### src/rtl/grn_output_arbiter.sv
// grn_output_arbiter
//
// Merges the output FIFOs of NUM_CORES regulator_network cores onto a single
// valid/ready stream. Cores are granted round-robin. Each word carries the
// index of the core that produced it. all_done rises once every core has
// reported task_done and every output FIFO has been drained.
//
// Ports:
//   clk            system clock, rising edge
//   rst            asynchronous reset, active-low
//   start          one-cycle pulse that begins a collection run (ignored while busy)
//   core_has_data  per-core "output FIFO not empty"
//   core_data      per-core FIFO read data, core i at [i*DATA_WIDTH +: DATA_WIDTH]
//   core_task_done per-core task_done
//   core_read_en   per-core FIFO read strobe, one-hot or zero
//   out_valid      out_data / out_core_id hold a word
//   out_ready      downstream accepts the word
//   out_data       merged result word
//   out_core_id    index of the source core
//   busy           a run is in progress
//   all_done       run complete; held until the next start

module grn_output_arbiter #(
  parameter int unsigned NUM_CORES  = 4,
  parameter int unsigned DATA_WIDTH = 246,
  parameter int unsigned ID_WIDTH   = 2
) (
  input  logic                            clk,
  input  logic                            rst,
  input  logic                            start,
  input  logic [NUM_CORES-1:0]            core_has_data,
  input  logic [NUM_CORES*DATA_WIDTH-1:0] core_data,
  input  logic [NUM_CORES-1:0]            core_task_done,
  output logic [NUM_CORES-1:0]            core_read_en,
  output logic                            out_valid,
  input  logic                            out_ready,
  output logic [DATA_WIDTH-1:0]           out_data,
  output logic [ID_WIDTH-1:0]             out_core_id,
  output logic                            busy,
  output logic                            all_done
);

  // Pointer width stays at least 1 so a single-core build still has a legal vector.
  localparam int unsigned PtrW = (NUM_CORES > 1) ? $clog2(NUM_CORES) : 1;

  typedef enum logic [1:0] {StIdle, StArb, StRead, StHold} state_e;

  state_e                 state_q;
  logic [PtrW-1:0]        ptr_q;
  logic [PtrW-1:0]        sel_q;
  logic [NUM_CORES-1:0]   done_sticky_q;

  logic                   hit_hi;
  logic                   hit_lo;
  logic [PtrW-1:0]        pick_hi;
  logic [PtrW-1:0]        pick_lo;
  logic                   found;
  logic [PtrW-1:0]        pick;

  // Round-robin search starting just above ptr_q. Scanning downward leaves the
  // lowest matching index in each half; the half above ptr_q wins over the
  // wrapped half, which yields "first set bit from ptr+1 upward, modulo N".
  always_comb begin
    hit_hi  = 1'b0;
    hit_lo  = 1'b0;
    pick_hi = '0;
    pick_lo = '0;
    for (int i = int'(NUM_CORES) - 1; i >= 0; i--) begin
      if (core_has_data[i]) begin
        if (i > int'(ptr_q)) begin
          hit_hi  = 1'b1;
          pick_hi = PtrW'(i);
        end else begin
          hit_lo  = 1'b1;
          pick_lo = PtrW'(i);
        end
      end
    end
    found = hit_hi | hit_lo;
    pick  = hit_hi ? pick_hi : pick_lo;
  end

  // The read strobe must be qualified by has_data in the very cycle it is
  // asserted, so it is decoded from the current state rather than registered.
  always_comb begin
    core_read_en = '0;
    if (state_q == StArb && found) begin
      core_read_en[pick] = 1'b1;
    end
  end

  always_ff @(posedge clk or negedge rst) begin
    if (!rst) begin
      state_q       <= StIdle;
      ptr_q         <= PtrW'(NUM_CORES - 1);
      sel_q         <= '0;
      done_sticky_q <= '0;
      out_valid     <= 1'b0;
      out_data      <= '0;
      out_core_id   <= '0;
      busy          <= 1'b0;
      all_done      <= 1'b0;
    end else begin
      // Done flags accumulate for the whole run; a core that reports done while
      // its FIFO still holds words is drained before the run can finish.
      if (state_q != StIdle) begin
        done_sticky_q <= done_sticky_q | core_task_done;
      end

      unique case (state_q)
        StIdle: begin
          if (start) begin
            state_q       <= StArb;
            done_sticky_q <= '0;
            all_done      <= 1'b0;
            ptr_q         <= PtrW'(NUM_CORES - 1);
            busy          <= 1'b1;
          end
        end

        StArb: begin
          if (found) begin
            sel_q   <= pick;
            state_q <= StRead;
          end else if (&done_sticky_q) begin
            all_done <= 1'b1;
            busy     <= 1'b0;
            state_q  <= StIdle;
          end
        end

        // FIFO read latency is one cycle, so the selected slice is valid now.
        StRead: begin
          out_data    <= core_data[sel_q*DATA_WIDTH +: DATA_WIDTH];
          out_core_id <= ID_WIDTH'(sel_q);
          out_valid   <= 1'b1;
          state_q     <= StHold;
        end

        StHold: begin
          if (out_ready) begin
            out_valid <= 1'b0;
            ptr_q     <= sel_q;
            state_q   <= StArb;
          end
        end

        default: state_q <= StIdle;
      endcase
    end
  end

endmodule

### config.mk
export PLATFORM = sky130hd
export DESIGN_NAME = grn_output_arbiter
export DESIGN_NICKNAME = d
export VERILOG_FILES = /design/src/rtl/grn_output_arbiter.sv
export SDC_FILE = /design/constraint.sdc
export NUM_CORES = 1
export LEC_CHECK = 0
export ABC_AREA = 0
export CAP_MARGIN = 40
export CORE_AREA = 8 8 482 484
export DETAILED_ROUTE_END_ITERATION = 12
export DIE_AREA = 0 0 490 492
export HOLD_SLACK_MARGIN = 0.02
export PLACE_DENSITY = 0.32
export SLEW_MARGIN = 20
export SYNTH_ARGS = -nofsm -noshare
export SYNTH_HDL_FRONTEND = slang
export SYNTH_SLANG_ARGS = --single-unit
### constraint.sdc
create_clock -name clk -period 1.95 [get_ports clk]
set_input_delay 0.39 -clock clk [delete_from_list [all_inputs] [get_ports clk]]
set_output_delay 0.39 -clock clk [all_outputs]
set_load 0.005 [all_outputs]
==> flow_summary_export.csv, run 1 <==
group,metric,value,unit
synth,synth-edff-count,0,
synth,yosysTopAreaCell,"dfrtp_1",
worst_setup_path,regToRegStartpoint,"sel_q[0]",
routing,drc_errors,0,
floorplanning,ios,1251,
clock_tree,clock_sinks,261,
routing,dr.first_iter.drc_count,713,
clock_tree,cts_buffer_depth,3,
timing,timing.final.ws_setup,-509.3,ps
global_route,grt_max_degree,45,
routing,avgRoutedWirePerCell,31.01,µm
timing,min_period,2459,ps
synth,synth.top_cells.by_count,"259 x dfrtp_1, 248 x mux2_2, 246 x mux4_2",
synth,ys_ff_latch,261,
place,port_buffers,1250,
synth,synth-warning-count,0,
timing,final_max_slew_viol_count,0,
worst_setup_path,worstSetupPathType,"in -> out",
worst_setup_path,end_kind,"output pin",
worst_setup_path,crit_fanout,4,
global_route,grt_pass1_wl,205.9,mm
timing,final_hold_viol_count,0,
timing,setup_viol,116,
timing,relSlewSlack,58.99,%
pwr,sequentialPowerShare,21.3,%
floorplanning,die_h,492,µm
timing,skew,14.66,ps
worst_setup_path,required,1560,ps
hold_path,hp-class,"in -> async",
final_layout,layout.nets,3295,
place,dp_slack,-852.8,ps
synth,synth.distinct_cells,29,
job,drv_cap,0,
final_layout,synthToLayoutAreaGrowth,127.7,%
timing,fin_tns_setup,-6065,ps
global_route,grt.overflow.total,0,
pwr,power.density,1323,mW/mm²
floorplanning,initial_core_util,7.061,%
pwr,clockPowerShare,16.1,%
clock_tree,cts_root_buf,"clkbuf_16",
synth,ys_async_sr_fraction,100.0,%
timing,rsz0062_at_grt,"true",
synth,syn-num-nets,1909,
pwr,leakage,13.62,nW
timing,clock.fmax,406.6,MHz
global_route,first_global_vias,18160,
timing,worst_pin_slew,615.2,ps
routing,routed_wl,165.1,mm
floorplanning,die-width,490,µm
floorplanning,rows,174,
pwr,combPwrFrac,62.6,%
clock_tree,h-tree-depth,2,
final_layout,drive_above_1_share,34.72,%
worst_setup_path,worst_setup_path_start_kind,"input port",
place,gp_congestion,0.8403,
global_route,antenna_found_initial,102,
pwr,p_sw_share,38.11,%
synth,synth_top_area_share,40.97,%
synth,synthTopCellsByArea,"dfrtp_1 41%, mux4_2 35%, mux2_2 18%",
clock_tree,cts-buffers-inserted,41,
floorplanning,fp.dieArea,0.2411,mm²
pwr,peakVddDrop,552.3,µV
synth,avgSynthCellArea,17.42,µm²
routing,ant_nets,0,
synth,syn_inst,908,
clock_tree,cts_tree,"yes",
place,hpwl,141.4,mm
worst_setup_path,cp-startpoint,"core_has_data[0]",
synth,ys_seq_area_share,41.31,%
status,status,"finished with violations",
worst_setup_path,crit_arrival,2070,ps
pwr,switchingPower,18.16,mW
pwr,p_int,29.50,mW
floorplanning,core_area,0.2240,mm²
routing,vias,15860,
status,violations,"setup timing",
clock_tree,clk_latency,610,ps
synth,synth_most_common_cell,"dfrtp_1",
timing,final.period_utilization,126.1,%
synth,synth_ff_type,"dfrtp_1",
routing,via_per_inst,2.978,
routing,drt_pass1_iterations,5,
synth,synth_area,0.01582,mm²
global_route,grt_usage,12.97,%
clock_tree,path_clk_slew,50,ps
## critical path: stages
cell	delay [ps]
clkdlybuf4s50_1	480
or4_1	620
and2_4	220
nand2b_4	80
buf_4	100
nor2_1	40
buf_2	140
## routing by layer
layer	GRT usage [%]	vias up	wire length [µm]
li1	-	6558	-
met1	13.73	8087	60760
met2	22.64	993	80700
met3	7.888	157	21490
met4	1.622	60	1774
met5	0	-	365
## power groups by stage
stage          Clock, mW  Sequential (mW)  Combinational (mW)
3_5_place_dp           0             10.3                27.1
4_1_cts             8.16             10.3                29.8
2_1_floorplan          0             9.84                10.7
3_3_place_gp           0             10.3                27.2
6_report            7.66             10.1                29.8
5_1_grt             8.29             10.6                32.0
## flip-flops by register name, indices dropped and copies added (netlist names)
register / cells
out_data: 246
all_done: 1
ptr_q: 2
done_sticky_q: 4
out_valid: 1
out_core_id: 2
state_q: 2
busy: 1
sel_q: 2
## layout make-up
type | instances | area, µm²
Sequential cell | 261 | 6548
Tap cell | 2992 | 3744
Clock buffer | 56 | 1142
Multi-Input combinational cell | 553 | 9592
Antenna cell | 8 | 20.02
Clock inverter | 17 | 198.9
Timing Repair Buffer | 1427 | 14740
Fill cell | 24760 | 188000
Inverter | 10 | 37.54
## layout by cell type, fill, tap and decap left out, types with 24 or more instances in the layout
cell type / count
dfrtp_1: 252
mux2_2: 36
buf_12: 33
mux4_2: 246
buf_4: 110
clkdlybuf4s50_1: 1005
buf_16: 24
mux2_4: 212
dlygate4sd2_1: 183
clkbuf_16: 50
## through the flow
stage	hold slack, ps	instance area, µm²	power, mW	util [%]	instances
floorplan	94.41	15820	20.50	-	908
global placement	395.9	32780	37.48	14.63	5195
detailed placement	399.1	32780	37.42	14.63	5195
CTS	280.9	35440	48.24	15.82	5305
global route	292.8	36010	50.93	16.07	5317
finish	331.1	36020	47.66	16.08	5324
## repair_timing
item                                   in CTS  in global routing
pin swaps                                   7                  1
hold buffers                                1                  0
setup buffers                              18                 11
gates cloned                               18                 10
gates resized for setup                   485                140
endpoints found under the hold margin      20                  0
setup endpoints to repair                 310                250
## cells by family (layout without fill, tap and decap cells)
group                      Yosys count  after routing  synth area share, %
AOI/OAI and AO/OA                   25             25                1.012
other                                0              8                    0
DFF                                261            261                41.31
muxes                              496            496                52.81
buffers and inverters               94           1510                3.662
and+or+nand+nor                     27             27               0.8148
adders and majority gates            5              5               0.3955
## final timing paths
| path | end | cells past startpoint | slack [ps] |
|---|---|---|---|
| max | core_read_en[1] | 7 | -510 |
| min | out_data[245] | 2 | 330 |
| max reg2reg | out_data[240] | 6 | -110 |
| min reg2reg | out_data[107] | 1 | 500 |
| max in group asynchronous | out_data[54] | 3 | 860 |
| min in group clk | done_sticky_q[3] | 3 | 390 |
Note: power is estimated with default switching activity, not from simulation.
==> run 2: changes to the inputs <==
--- a/config.mk
+++ b/config.mk
@@ -16,3 +16,4 @@
 export SYNTH_ARGS = -nofsm -noshare
 export SYNTH_HDL_FRONTEND = slang
 export SYNTH_SLANG_ARGS = --single-unit
+export TNS_END_PERCENT = 50
==> run 2 against run 1 <==
Effect of this change:
- the run still ends with setup timing left
- routed wire length is 0.64% lower
- final cell count is the same
- critical path depth down 1
- sequential cell count is the same
- via count decreased by 0.18%
- utilization down 0.17 points
- clock skew up 3.9 ps
- worst setup slack better by 7.5 ps
- register-to-register slack got worse by 50 ps
- largest power group unchanged
==> flow_summary_export.csv, run 2 (same netlist as run 1, synthesis figures left out) <==
group,metric,value,unit
routing,drt_pass1_iterations,5,
timing,skew,18.54,ps
worst_setup_path,crit_arrival,2060,ps
worst_setup_path,slowest_stage,"dfstp_2",
routing,vias,15830,
global_route,grt.overflow.total,0,
final_layout,top_register,"out_data",
floorplanning,ios,1251,
floorplanning,die_h,492,µm
clock_tree,cts_root_buf,"clkbuf_16",
pwr,switchingPower,17.87,mW
final_layout,final_cells,5324,
clock_tree,path_clk_slew,60,ps
clock_tree,h-tree-depth,2,
timing,setup_viol,160,
timing,min_period,2452,ps
timing,final_max_slew_viol_count,0,
worst_setup_path,cp-startpoint,"ptr_q[0]",
routing,via_per_inst,2.973,
place,place_inst,5195,
floorplanning,initial_core_util,7.061,%
place,hpwl,141.4,mm
final_layout,synthToLayoutAreaGrowth,125.3,%
global_route,grt_usage,12.52,%
worst_setup_path,end_kind,"output pin",
worst_setup_path,worstReg2RegEnd,"out_data[58]",
floorplanning,rows,174,
worst_setup_path,worst_setup_path_start_kind,"register",
status,violations,"setup timing",
pwr,p_sw_share,38.37,%
routing,routed_wl,164.0,mm
timing,clock.fmax,407.9,MHz
worst_setup_path,cp-endpoint,"core_read_en[0]",
routing,dr.first_iter.drc_count,672,
worst_setup_path,crit_chain,"nand2b_4, o21ai_2, a211o_1, buf_6, nor2_4, buf_2",
place,dp_slack,-852.8,ps
routing,ant_nets,0,
clock_tree,cts_tree,"yes",
clock_tree,cts-buffers-inserted,41,
pwr,leakage,13.34,nW
final_layout,layout.nets,3292,
worst_setup_path,r2r_cells,6,
global_route,antenna_found_initial,101,
timing,worst_pin_slew,602.0,ps
worst_setup_path,regToRegSetupSlack,-160,ps
routing,drc_errors,0,
worst_setup_path,crit_fanout,2,
global_route,first_global_vias,17880,
worst_setup_path,path_buf_inv,2,
timing,timing.final.ws_setup,-501.9,ps
final_layout,layout_common_cells,"1,005 x clkdlybuf4s50_1, 252 x dfrtp_1, 246 x mux4_2",
final_layout,utilization,15.91,%
global_route,grt_max_degree,45,
place,gp_congestion,0.8403,
floorplanning,core_area,0.2240,mm²
timing,rsz0062_at_grt,"true",
pwr,sequentialPowerShare,21.7,%
pwr,power.density,1307,mW/mm²
final_layout,drive_above_1_share,34.64,%
timing,final_hold_viol_count,0,
worst_setup_path,regToRegStartpoint,"sel_q[0]",
worst_setup_path,cp_num_cells,6,
job,drv_cap,0,
pwr,combPwrFrac,61.8,%
clock_tree,cts_buffer_depth,3,
worst_setup_path,required,1560,ps
worst_setup_path,worstSetupPathType,"reg -> out",
global_route,grt_pass1_wl,199.4,mm
clock_tree,clock_sinks,261,
final_layout,reg_top3,"out_data x246, done_sticky_q x4",
timing,relSlewSlack,59.87,%
final_layout,largest_reg_flops,246,
status,status,"finished with violations",
pwr,peakVddDrop,650.1,µV
pwr,clockPowerShare,16.5,%
floorplanning,die-width,490,µm
floorplanning,fp.dieArea,0.2411,mm²
routing,avgRoutedWirePerCell,30.81,µm
pwr,p_int,28.70,mW
clock_tree,clk_latency,610,ps
hold_path,hp-class,"in -> async",
final_layout,mostFrequentLayoutCell,"clkdlybuf4s50_1",
place,port_buffers,1250,
worst_setup_path,slowest_delay,570,ps
timing,final.period_utilization,125.7,%
worst_setup_path,crit_family,"flip-flops",
## run 2: changes by cell type in the layout (fill, tap and decap cells not counted), moves of 6 or more
| cell | change |
|---|---|
| clkbuf_16 | +10 |
| mux2_4 | -70 |
| mux2_2 | +70 |
| buf_4 | +6 |
| buf_16 | -11 |
| buf_8 | -8 |
## run 2: power groups by stage
stage                     Combinational (mW)  Sequential (mW)  Clock (mW)
after floorplan                         10.7             9.84           0
after global placement                  27.2             10.3           0
after detailed placement                27.1             10.3           0
after CTS                               26.5             10.2        8.16
after global routing                    30.9             10.6        8.29
final                                   28.8             10.1        7.67
## run 2: cell type report
| cell class | instances | area, µm² |
|---|---|---|
| Clock inverter | 17 | 198.9 |
| Timing Repair Buffer | 1424 | 14610 |
| Sequential cell | 261 | 6548 |
| Tap cell | 2992 | 3744 |
| Inverter | 10 | 37.54 |
| Clock buffer | 56 | 1142 |
| Fill cell | 24760 | 188400 |
| Antenna cell | 11 | 27.53 |
| Multi-Input combinational cell | 553 | 9329 |
## run 2: per-layer routing
layer  track usage [%]  vias to the layer above  part of all wire (%)
met3             8.012                      165                    14
met5                 0                        -                  0.24
met1             13.02                     8041                    36
met4             1.509                       64                   1.2
li1                  -                     6553                     -
met2             21.88                     1004                    49
## run 2: metrics by stage
| step | total power, mW | TNS [ps] | instance area [µm²] | hold slack (ps) |
|---|---|---|---|---|
| 3_3_place_gp | 37.48 | -6734 | 32780 | 395.9 |
| 4_1_cts | 44.88 | -4774 | 34280 | 280.9 |
| 6_report | 46.56 | -11770 | 35630 | 323.3 |
| 5_1_grt | 49.79 | -21180 | 35610 | 292.8 |
| 2_1_floorplan | 20.50 | 0 | 15820 | 94.41 |
| 3_5_place_dp | 37.42 | -6789 | 32780 | 399.1 |
## run 2: worst min path at each step
stage	slack [ps]	start	cells after the start	end
after floorplan	90	rst	0	all_done
after global placement	400	rst	1	out_data[208]
after detailed placement	400	rst	1	out_data[208]
after CTS	280	rst	2	out_data[208]
after global routing	290	rst	2	out_data[208]
final	320	rst	2	out_data[245]
## run 2: repair_timing
action,in CTS,in global routing
buffers inserted,7,12
resized for setup,330,183
gates cloned,1,24
endpoints found under the setup margin,310,190
pin swaps,7,0
hold endpoints to repair,20,0
hold buffers,1,0
==> run 3: changes to the inputs <==
--- a/config.mk
+++ b/config.mk
@@ -16,4 +16,4 @@
 export SYNTH_ARGS = -nofsm -noshare
 export SYNTH_HDL_FRONTEND = slang
 export SYNTH_SLANG_ARGS = --single-unit
-export TNS_END_PERCENT = 50
+export TNS_END_PERCENT = 5
==> run 3 against run 2 <==
Effect of this change:
- the run still ends with setup timing left
- power fell by 6.9%
- sequential power barely moved
- global-route usage barely moved
- non-clock buffer count fell by 33
- worst hold slack improved by 4.6 ps
- utilization fell by 0.54 points
- sequential cell count did not move
- first-iteration DRC count fell by 16%
- clock power barely moved
- clock skew barely moved
- maximum frequency rose by 0.40%
==> flow_summary_export.csv, run 3 (same netlist as run 1, synthesis figures left out) <==
group,metric,value,unit
status,status,"finished with violations",
status,violations,"setup timing",
timing,worst_pin_slew,607.0,ps
final_layout,synthToLayoutAreaGrowth,117.6,%
routing,routed_wl,158.2,mm
final_layout,largest_reg_flops,246,
routing,ant_nets,0,
timing,relSlewSlack,59.53,%
routing,drc_errors,0,
routing,avgRoutedWirePerCell,29.91,µm
pwr,power.density,1260,mW/mm²
place,port_buffers,1250,
pwr,clockPowerShare,17.6,%
worst_setup_path,worst_setup_path_start_kind,"register",
pwr,p_int,26.54,mW
hold_path,hp-class,"in -> async",
timing,setup_viol,102,
final_layout,mostFrequentLayoutCell,"clkdlybuf4s50_1",
pwr,switchingPower,16.82,mW
timing,rsz0062_at_grt,"true",
routing,drt_pass1_iterations,4,
global_route,grt_pass1_wl,198.9,mm
worst_setup_path,end_kind,"output pin",
final_layout,layout_common_cells,"1,006 x clkdlybuf4s50_1, 252 x dfrtp_1, 246 x mux4_2",
global_route,antenna_found_initial,102,
routing,vias,15550,
final_layout,reg_top3,"out_data x246, done_sticky_q x4",
routing,via_per_inst,2.940,
job,drv_cap,0,
worst_setup_path,required,1560,ps
timing,final_hold_viol_count,0,
floorplanning,die-width,490,µm
floorplanning,die_h,492,µm
worst_setup_path,worstSetupPathType,"reg -> out",
timing,clock.fmax,409.5,MHz
clock_tree,clock_sinks,261,
clock_tree,cts_root_buf,"clkbuf_16",
routing,dr.first_iter.drc_count,566,
clock_tree,clk_latency,610,ps
clock_tree,cts-buffers-inserted,41,
floorplanning,fp.dieArea,0.2411,mm²
final_layout,layout.nets,3259,
floorplanning,rows,174,
timing,final.period_utilization,125.2,%
global_route,grt_usage,12.49,%
timing,timing.final.ws_setup,-492.0,ps
pwr,peakVddDrop,579.9,µV
worst_setup_path,regToRegStartpoint,"sel_q[0]",
place,place_inst,5195,
floorplanning,initial_core_util,7.061,%
floorplanning,core_area,0.2240,mm²
final_layout,drive_above_1_share,33.65,%
place,gp_congestion,0.8403,
worst_setup_path,crit_arrival,2050,ps
final_layout,utilization,15.36,%
clock_tree,h-tree-depth,2,
worst_setup_path,crit_fanout,2,
pwr,p_sw_share,38.79,%
final_layout,top_register,"out_data",
timing,skew,18.49,ps
global_route,grt.overflow.total,0,
final_layout,final_cells,5288,
floorplanning,ios,1251,
global_route,grt_max_degree,45,
clock_tree,cts_tree,"yes",
worst_setup_path,cp-startpoint,"ptr_q[0]",
place,hpwl,141.4,mm
pwr,sequentialPowerShare,23.2,%
timing,final_max_slew_viol_count,0,
pwr,combPwrFrac,59.2,%
global_route,first_global_vias,17830,
timing,min_period,2442,ps
clock_tree,cts_buffer_depth,3,
final_layout,fill_cells,24860,
clock_tree,path_clk_slew,60,ps
pwr,leakage,12.62,nW
run 3: cell count changes in the layout (fill, tap and decap cells not counted), moves of 3 or more:
cell,delta
buf_4,+4
buf_16,-7
mux2_4,-107
mux2_2,+107
diode_2,-3
buf_12,-7
buf_8,-6
clkbuf_16,-16
run 3: worst max-delay path: stages (launching register included):
cell and delay [ps]:
dfstp_2 570, nand2b_4 150, o21ai_2 60, a211o_1 290
buf_6 130, nor2_4 110, buf_2 130
run 3: worst paths after layout:
check	depth (start not counted)	slack (ps)	endpoint
min	2	330	out_data[245]
min in group clk	3	390	done_sticky_q[3]
min reg2reg	1	500	out_data[106]
max in group asynchronous	3	870	out_data[54]
max	6	-490	core_read_en[0]
max reg2reg	4	-80	out_data[230]
run 3: layout make-up:
cell class / count / area (µm²) / share of cell area (%)
diodes: 8 / 20.02 / 0.05817
clock buffers: 56 / 1142 / 3.319
clock inverters: 17 / 198.9 / 0.5781
inverters: 10 / 37.54 / 0.1091
multi-input cells: 553 / 8927 / 25.94
flip-flops and latches: 261 / 6548 / 19.02
well taps: 2992 / 3744 / 10.88
repair buffers: 1391 / 13800 / 40.09
run 3: routing by layer:
| metal | routed length, µm | part of all wire (%) | vias up | track usage [%] |
|---|---|---|---|---|
| met5 | 382 | 0.24 | - | 0 |
| met4 | 1962 | 1.2 | 66 | 1.509 |
| met3 | 22000 | 14 | 165 | 8.049 |
| met2 | 77310 | 49 | 999 | 21.85 |
| met1 | 56530 | 36 | 7829 | 12.94 |
| li1 | - | - | 6487 | - |
run 3: power groups by stage:
stage | sequential [mW] | combinational (mW) | clock (mW)
after floorplan | 9.84 | 10.7 | 0
after global routing | 10.5 | 27.7 | 8.29
after global placement | 10.3 | 27.2 | 0
after CTS | 10.2 | 26.2 | 8.16
after detailed placement | 10.3 | 27.1 | 0
final | 10.1 | 25.7 | 7.64
run 3: metrics by stage:
step,hold slack (ps),TNS [ps],setup slack [ps],power [mW],area (µm²)
2_1_floorplan,94.41,0,96.42,20.50,15820
3_3_place_gp,395.9,-6734,-870.4,37.48,32780
3_5_place_dp,399.1,-6789,-852.8,37.42,32780
4_1_cts,280.9,-4651,-570.3,44.54,34160
5_1_grt,292.8,-12660,-610.2,46.55,34400
6_report,327.9,-4609,-492.0,43.36,34420
run 3: what timing repair did:
action                                  in CTS  in global routing
hold endpoints to repair                    20                  0
resized for setup                          306                 53
pin swaps                                    7                  0
buffers inserted                             7                  1
hold buffers                                 1                  0
gates cloned                                 0                  3
endpoints found under the setup margin     310                157
